==> src/rtl/fixed_point_divider.sv <==
// Sequential signed Qm.n fixed-point divider.
// Radix-2 restoring division on magnitudes, saturating on overflow and divide-by-zero.
module fixed_point_divider #(
    parameter  int M = 7,
    parameter  int Q = 8,
    localparam int W = M + Q + 1
) (
    input  logic         clk,
    input  logic         rst,
    input  logic         in_valid,
    output logic         in_ready,
    input  logic [W-1:0] in_dividend,
    input  logic [W-1:0] in_divisor,
    output logic         out_valid,
    input  logic         out_ready,
    output logic [W-1:0] out_quotient,
    output logic         out_overflow,
    output logic         out_div_zero
);

    localparam int N  = W + Q;
    localparam int CW = $clog2(N);

    localparam logic [W-1:0] POS_MAX = {1'b0, {(W-1){1'b1}}};
    localparam logic [W-1:0] NEG_MIN = {1'b1, {(W-1){1'b0}}};

    typedef enum logic [1:0] {IDLE, DIVIDE, DONE} state_t;

    state_t        state;
    state_t        state_nx;
    logic [CW-1:0] cnt;
    logic [N-1:0]  dvd;
    logic [N-1:0]  quo;
    logic [W:0]    rem;
    logic [W-1:0]  dsr;
    logic          neg;

    logic [W-1:0]  a_mag;
    logic [W-1:0]  b_mag;
    logic          b_zero;
    logic          last;
    logic [W:0]    rem_sh;
    logic          ge;
    logic [W:0]    rem_nx;
    logic [N-1:0]  quo_nx;
    logic [W-1:0]  q_res;
    logic          q_ovf;

    // Operand magnitudes and one restoring-division step.
    always_comb begin
        a_mag  = in_dividend[W-1] ? (~in_dividend + 1'b1) : in_dividend;
        b_mag  = in_divisor[W-1] ? (~in_divisor + 1'b1) : in_divisor;
        b_zero = (in_divisor == '0);
        last   = (cnt == CW'(N - 1));
        rem_sh = {rem[W-1:0], dvd[N-1]};
        ge     = (rem_sh >= {1'b0, dsr});
        rem_nx = ge ? (rem_sh - {1'b0, dsr}) : rem_sh;
        quo_nx = {quo[N-2:0], ge};
    end

    // Sign application and saturation of the final quotient.
    always_comb begin
        q_res = '0;
        q_ovf = 1'b0;
        if (!neg) begin
            if (quo_nx > N'(POS_MAX)) begin
                q_res = POS_MAX;
                q_ovf = 1'b1;
            end else begin
                q_res = quo_nx[W-1:0];
            end
        end else begin
            if (quo_nx > N'(NEG_MIN)) begin
                q_res = NEG_MIN;
                q_ovf = 1'b1;
            end else begin
                q_res = ~quo_nx[W-1:0] + 1'b1;
            end
        end
    end

    // State register.
    always_ff @(posedge clk) begin
        if (rst) state <= IDLE;
        else     state <= state_nx;
    end

    // Next-state logic.
    always_comb begin
        state_nx = state;
        unique case (state)
            IDLE:    if (in_valid) state_nx = b_zero ? DONE : DIVIDE;
            DIVIDE:  if (last) state_nx = DONE;
            DONE:    if (out_ready) state_nx = IDLE;
            default: state_nx = IDLE;
        endcase
    end

    // Handshake outputs decoded from state.
    always_comb begin
        in_ready  = (state == IDLE);
        out_valid = (state == DONE);
    end

    // Datapath: operand capture, iteration and result registration.
    always_ff @(posedge clk) begin
        if (rst) begin
            cnt          <= '0;
            dvd          <= '0;
            quo          <= '0;
            rem          <= '0;
            dsr          <= '0;
            neg          <= 1'b0;
            out_quotient <= '0;
            out_overflow <= 1'b0;
            out_div_zero <= 1'b0;
        end else begin
            unique case (state)
                IDLE: begin
                    if (in_valid) begin
                        neg <= in_dividend[W-1] ^ in_divisor[W-1];
                        dsr <= b_mag;
                        dvd <= {a_mag, {Q{1'b0}}};
                        rem <= '0;
                        quo <= '0;
                        cnt <= '0;
                        if (b_zero) begin
                            out_quotient <= in_dividend[W-1] ? NEG_MIN : POS_MAX;
                            out_div_zero <= 1'b1;
                            out_overflow <= 1'b0;
                        end
                    end
                end
                DIVIDE: begin
                    rem <= rem_nx;
                    quo <= quo_nx;
                    dvd <= dvd << 1;
                    cnt <= cnt + 1'b1;
                    if (last) begin
                        out_quotient <= q_res;
                        out_overflow <= q_ovf;
                        out_div_zero <= 1'b0;
                    end
                end
                DONE: begin
                    if (out_ready) begin
                        out_overflow <= 1'b0;
                        out_div_zero <= 1'b0;
                    end
                end
                default: ;
            endcase
        end
    end

endmodule

==> config.mk <==
export PLATFORM = sky130hd
export DESIGN_NAME = fixed_point_divider
export DESIGN_NICKNAME = d
export VERILOG_FILES = /design/src/rtl/fixed_point_divider.sv
export SDC_FILE = /design/constraint.sdc
export NUM_CORES = 1
export LEC_CHECK = 0
export ABC_AREA = 0
export CELL_PAD_IN_SITES_DETAIL_PLACEMENT = 0
export CELL_PAD_IN_SITES_GLOBAL_PLACEMENT = 2
export CORE_UTILIZATION = 37
export CTS_CLUSTER_DIAMETER = 120
export DETAILED_ROUTE_END_ITERATION = 10
export MAX_ROUTING_LAYER = met4
export PLACE_DENSITY = 0.95
export SYNTH_ARGS = -nofsm -noshare
export SYNTH_HDL_FRONTEND = slang
export SYNTH_SLANG_ARGS = --single-unit
==> constraint.sdc <==
create_clock -name clk -period 10.5 [get_ports clk]
set_input_delay 3.15 -clock clk [delete_from_list [all_inputs] [get_ports clk]]
set_output_delay 3.15 -clock clk [all_outputs]
set_load 0.01 [all_outputs]
==> results.py, run 1 <==
metrics = {
    "run_status": {
        "status": "complete, no violations",
    },
    "synthesis": {
        "ys_async_sr_fraction_pct": 0,
        "synth_top_area_share_pct": 33.9,
        "ys_ff_latch": 97,
        "synth_edf_count": 0,
        "avgSynthCellArea_um2": 8.07,
        "syn-num-nets": 772,
        "synth_flop_cell": "dfxtp_1",
        "yosys_warnings": 0,
        "yosysUniqueCellTypes": 73,
        "yosysSeqAreaShare_pct": 33.9,
        "yosys-top-cells-area": "dfxtp_1 (34%), nor2_1 (6.1%), ha_1 (5.2%)",
        "netlist_area_um2": 5740,
        "synthCells": 711,
        "yosys.area.top_type": "dfxtp_1",
    },
    "finish": {
        "finalNonFillerCells": 931,
        "final_cell_mix": "dfxtp_1 (97), nor2_1 (92), nand2_1 (62)",
        "layout_commonest_cell": "dfxtp_1",
        "drive_gt1_share_pct": 5.38,
        "final_net_count": 799,
        "fillCellCount": 1478,
        "area_growth_syn_to_layout_pct": 16.4,
        "diodes": 0,
    },
    "routing": {
        "vias": 5190,
        "ant_nets": 0,
        "post_drt_wl_per_cell_um": 15.3,
        "firstDrtPassIters": 7,
        "viasPerCell": 5.57,
        "drtIter0Drc": 324,
        "post-route-drc-count": 0,
        "wirelength_um": 14300,
    },
    "setup_path": {
        "crit_arrival_ns": 6.26,
        "rr_startpoint": "dsr[3]",
        "cp-end-kind": "flop",
        "critPathLaunchType": "primary input",
        "crit_type": "primary input to flop",
        "crit_path_start": "in_divisor[3]",
        "required_ns": 10.77,
        "cp_max_fo": 23,
    },
    "clocking": {
        "cts_tree": "built",
        "cts_hold_buffers": 0,
        "cts-root-buf": "clkbuf_16",
        "worstSkewPairLatency_ns": 0.36,
        "postCtsSetupRepairBufs": 0,
        "path_clk_slew_ns": 0.07,
        "htree_levels": 3,
        "numCtsBuffers": 9,
        "clk_path_buf_depth": 2,
        "cts.sinks": 97,
        "cts.repair.resized": 0,
    },
    "timing": {
        "finalCriticalPeriod_ns": 6.00,
        "setup_viol": 0,
        "rsz0062_at_grt": "no",
        "hold_viol": 0,
        "relSlewSlack_pct": 34.3,
        "setup_tns_ns": 0,
        "finalCritPeriodShare_pct": 57.1,
        "clock_skew_ns": 0.00795,
        "worstMarginPinSlew_ns": 0.986,
        "drv_slew": 0,
        "fmax_ghz": 0.167,
    },
    "grt": {
        "grt_use_total_pct": 19.3,
        "grt_pass1_vias": 4901,
        "overflow": 0,
        "antenna_found_initial": 0,
        "grt_pass1_wl_um": 24300,
        "grt_max_degree": 89,
    },
    "place": {
        "dp_cells": 915,
        "place_hpwl_um": 10200,
        "port_buffers": 55,
        "gp_congestion": 0.853,
    },
    "die": {
        "die_area_um2": 16000,
        "die_w_um": 127,
        "top_level_ports": 56,
        "rows": 45,
        "start_util_pct": 37.9,
        "core_um2": 15100,
        "fp.dieH_um": 127,
    },
    "pwr": {
        "p_per_area_nw_per_um2": 243,
        "peakVddDrop_v": 0.000170,
        "power_leakage_nw": 2.52,
    },
    "hold_path": {
        "min_from": "rem[15]",
        "hp-class": "flop to flop",
    },
    "flow_run": {
        "cap_violations": 0,
    },
}
[routing by layer]
metal | routed length (um) | track usage (%) | part of all wire, %
met1 | 7300 | 26.7 | 51
met2 | 6190 | 28.5 | 43
met3 | 599 | 3.12 | 4.2
met4 | 183 | 6.73 | 1.3
met5 | 0 | - | 0
[worst paths after layout]
path                      to  slack, ns  cells after the start
max          out_quotient[9]       4.50                      8
min                  rem[15]       0.45                      2
max reg2reg  out_quotient[3]       5.80                     17
min reg2reg          rem[15]       0.45                      2
[Yosys cell counts, drive strengths merged, types with 13 or more instances]
library cell / instances
dfxtp: 97
inv: 33
o21ai: 39
clkbuf: 34
nor3: 24
a21oi: 43
o31ai: 13
xor2: 26
a211oi: 17
a22oi: 38
ha: 24
nand2: 63
nor2: 94
xnor2: 15
[flip-flops by register name, summed over array words and instances, names as in the netlist]
name and flops:
cnt 5, dsr 16, dvd 16, neg 1, out_div_zero 1, out_overflow 1, out_quotient 16, quo 23
rem 16, state 2
[power breakdown]
part | leakage (nW) | switching, W | internal (W) | total (W)
Sequential | 0.788 | 0.0000413 | 0.000425 | 0.000466
Clock | 0.146 | 0.000158 | 0.000189 | 0.000347
Combinational | 1.59 | 0.000496 | 0.000315 | 0.000811
Total | 2.52 | 0.000695 | 0.000929 | 0.00162
[critical path: stages]
cell and delay (ns):
clkdlybuf4s50_1 0.48, or4_4 0.60, or3_4 0.43, nor4_4 0.29, o21ai_2 0.33, nor2_2 0.49
nand2_1 0.19, o41ai_2 0.29
[final cells by class]
cell class	count	area (um2)	share of cell area, %
clock buffers	9	225	3.37
flip-flops and latches	97	1940	29.1
multi-input cells	537	3480	52.2
well taps	188	235	3.52
inverters	33	124	1.85
clock inverters	7	85.1	1.27
repair buffers	60	583	8.73
[cell families (layout without fill, tap and decap cells)]
logic type / count (synthesis) / count (layout) / share of synthesized area [%]
xor+xnor: 41 / 41 / 6.26
flops: 97 / 97 / 33.9
compound gates: 205 / 205 / 24.7
fa+ha+maj: 25 / 25 / 5.58
buf+inv: 77 / 109 / 5.43
simple gates: 248 / 248 / 20.8
mux: 18 / 18 / 3.34
[stage by stage]
step	utilization (%)	hold WS, ns	instance area (um2)	worst slack [ns]	power, W
global route	44.1	0.469	6680	4.35	0.00175
global placement	42.0	0.436	6370	4.28	0.00127
floorplan	-	0.428	5740	5.39	0.00108
finish	44.1	0.451	6680	4.50	0.00162
detailed placement	42.0	0.448	6370	4.18	0.00128
CTS	44.1	0.459	6680	4.56	0.00163
No activity file was read; power rests on OpenSTA's default activity.
==> run 2: changes to the inputs <==
--- a/config.mk
+++ b/config.mk
@@ -8,11 +8,11 @@
 export ABC_AREA = 0
 export CELL_PAD_IN_SITES_DETAIL_PLACEMENT = 0
 export CELL_PAD_IN_SITES_GLOBAL_PLACEMENT = 2
-export CORE_UTILIZATION = 37
+export CORE_UTILIZATION = 34
 export CTS_CLUSTER_DIAMETER = 120
 export DETAILED_ROUTE_END_ITERATION = 10
 export MAX_ROUTING_LAYER = met4
-export PLACE_DENSITY = 0.95
+export PLACE_DENSITY = 0.91
 export SYNTH_ARGS = -nofsm -noshare
 export SYNTH_HDL_FRONTEND = slang
 export SYNTH_SLANG_ARGS = --single-unit
==> constraint.sdc (replaced) <==
create_clock -name clk -period 5.8 [get_ports clk]
set_input_delay 1.74 -clock clk [delete_from_list [all_inputs] [get_ports clk]]
set_output_delay 1.74 -clock clk [all_outputs]
set_load 0.01 [all_outputs]
==> results.py, run 2 (same netlist as run 1, synthesis figures left out) <==
metrics = {
    "grt": {
        "grt_use_total_pct": 17.6,
        "antenna_found_initial": 0,
        "grt_max_degree": 72,
        "grt_pass1_vias": 4822,
        "overflow": 0,
        "grt_pass1_wl_um": 24100,
    },
    "routing": {
        "post-route-drc-count": 0,
        "met3_length_um": 624,
        "post_drt_wl_per_cell_um": 15.2,
        "ant_nets": 0,
        "firstDrtPassIters": 5,
        "wl_met2_um": 6490,
        "drtIter0Drc": 387,
        "wirelength_um": 14600,
        "drt-met1-wl_um": 7260,
        "viasPerCell": 5.41,
        "vias": 5218,
        "top_layer": "met4",
    },
    "setup_path": {
        "cp_slowest_stage_delay_ns": 0.51,
        "r2r_slack_ns": 1.15,
        "required_ns": 6.11,
        "worstSetupEndpoint": "out_quotient[3]",
        "rr_startpoint": "dsr[3]",
        "reg2reg_to": "out_quotient[3]",
        "critPathLaunchType": "flop",
        "crit_path_start": "dsr[3]",
        "crit_arrival_ns": 4.96,
        "crit_type": "flop to flop",
        "cp_max_fo": 18,
        "worstPathCellList": "inv_1 > ha_1 > a21o_1 > a21oi_1 > a21oi_1 > o311ai_1 > nand3_1 > inv_2 > ha_1 > or4b_4 > nand3b_4 > o21ai_2 > nand3_1 > nor4b_1 > mux2i_1 > a31oi_1 > a31o_1",
        "slowest_stage": "or4b_4",
        "reg2regPathDepth": 17,
        "cp-end-kind": "flop",
    },
    "timing": {
        "finalCritPeriodShare_pct": 80.2,
        "worstMarginPinSlew_ns": 0.960,
        "setup_viol": 0,
        "relSlewSlack_pct": 36.0,
        "whs_ns": 0.452,
        "fmax_ghz": 0.215,
        "rsz0062_at_grt": "no",
        "setup_tns_ns": 0,
        "drv_slew": 0,
        "finalCriticalPeriod_ns": 4.65,
        "clock_skew_ns": 0.0117,
        "hold_viol": 0,
    },
    "pwr": {
        "p_per_area_nw_per_um2": 437,
        "peakVddDrop_v": 0.000207,
        "power_leakage_nw": 2.53,
        "power_w": 0.00294,
    },
    "clocking": {
        "htree_levels": 3,
        "numCtsBuffers": 9,
        "cts_tree": "built",
        "path_clk_slew_ns": 0.08,
        "worstSkewPairLatency_ns": 0.36,
        "cts-root-buf": "clkbuf_16",
        "cts.sinks": 97,
        "clk_path_buf_depth": 2,
        "cts_hold_buffers": 0,
        "cts.repair.resized": 0,
        "postCtsSetupRepairBufs": 0,
    },
    "place": {
        "port_buffers": 55,
        "gp_congestion": 0.825,
        "place_hpwl_um": 10500,
    },
    "die": {
        "die_w_um": 132,
        "start_util_pct": 34.7,
        "rows": 47,
        "die_area_um2": 17400,
        "top_level_ports": 56,
        "core_um2": 16500,
        "fp.dieH_um": 132,
    },
    "finish": {
        "diodes": 0,
        "max_flop_register": "quo",
        "final_cell_mix": "dfxtp_1 (97), nor2_1 (92), nand2_1 (62)",
        "area_growth_syn_to_layout_pct": 17.1,
        "drive_gt1_share_pct": 5.51,
        "final_net_count": 800,
        "largest_register_ffs": 23,
        "layout_commonest_cell": "dfxtp_1",
        "post-route-util_pct": 40.7,
    },
    "run_status": {
        "status": "complete, no violations",
    },
    "hold_path": {
        "hp-class": "flop to flop",
    },
    "flow_run": {
        "cap_violations": 0,
    },
}
## run 2: how the worst min path moves through the flow
stage	cells after the start	endpoint	startpoint
after CTS	2	rem[15]	rem[15]
after global routing	2	rem[15]	rem[15]
final	2	rem[15]	rem[15]
after detailed placement	2	rem[15]	rem[15]
after global placement	2	rem[15]	rem[15]
after floorplan	2	rem[15]	rem[15]
## run 2: metrics by stage
step	setup WS (ns)	area, um2	std cells
finish	1.15	6720	964
global route	0.897	6720	964
CTS	1.19	6720	964
floorplan	1.74	5740	711
global placement	1.00	6420	948
detailed placement	0.947	6420	948
## run 2: critical path, delay by kind of cell (launching register included)
kind                       cells  cell delay, ns
DFF                            1            0.33
adders and majority gates      2            0.65
muxes                          1            0.14
AOI/OAI and AO/OA              7            1.43
buffers and inverters          2            0.36
and+or+nand+nor                5            1.71
## run 2: per-layer routing
metal | global-route usage, % | vias to the layer above
li1 | - | 2639
met1 | 23.5 | 2424
met2 | 26.7 | 136
met3 | 2.61 | 19
met4 | 6.46 | 0
met5 | - | -
## run 2: where the power goes
group	leakage (nW)	internal (W)	total, W	switching (W)
combinational	1.59	0.000570	0.00147	0.000898
sequential	0.788	0.000768	0.000846	0.0000775
clock	0.148	0.000339	0.000622	0.000283
## run 2: final cells by class
cell class / count / area (um2)
clock inverters: 7 / 76.3
multi-input cells: 537 / 3480
clock buffers: 9 / 225
flip-flops and latches: 97 / 1940
fillers: 1616 / 9810
well taps: 220 / 275
repair buffers: 61 / 591
inverters: 33 / 124
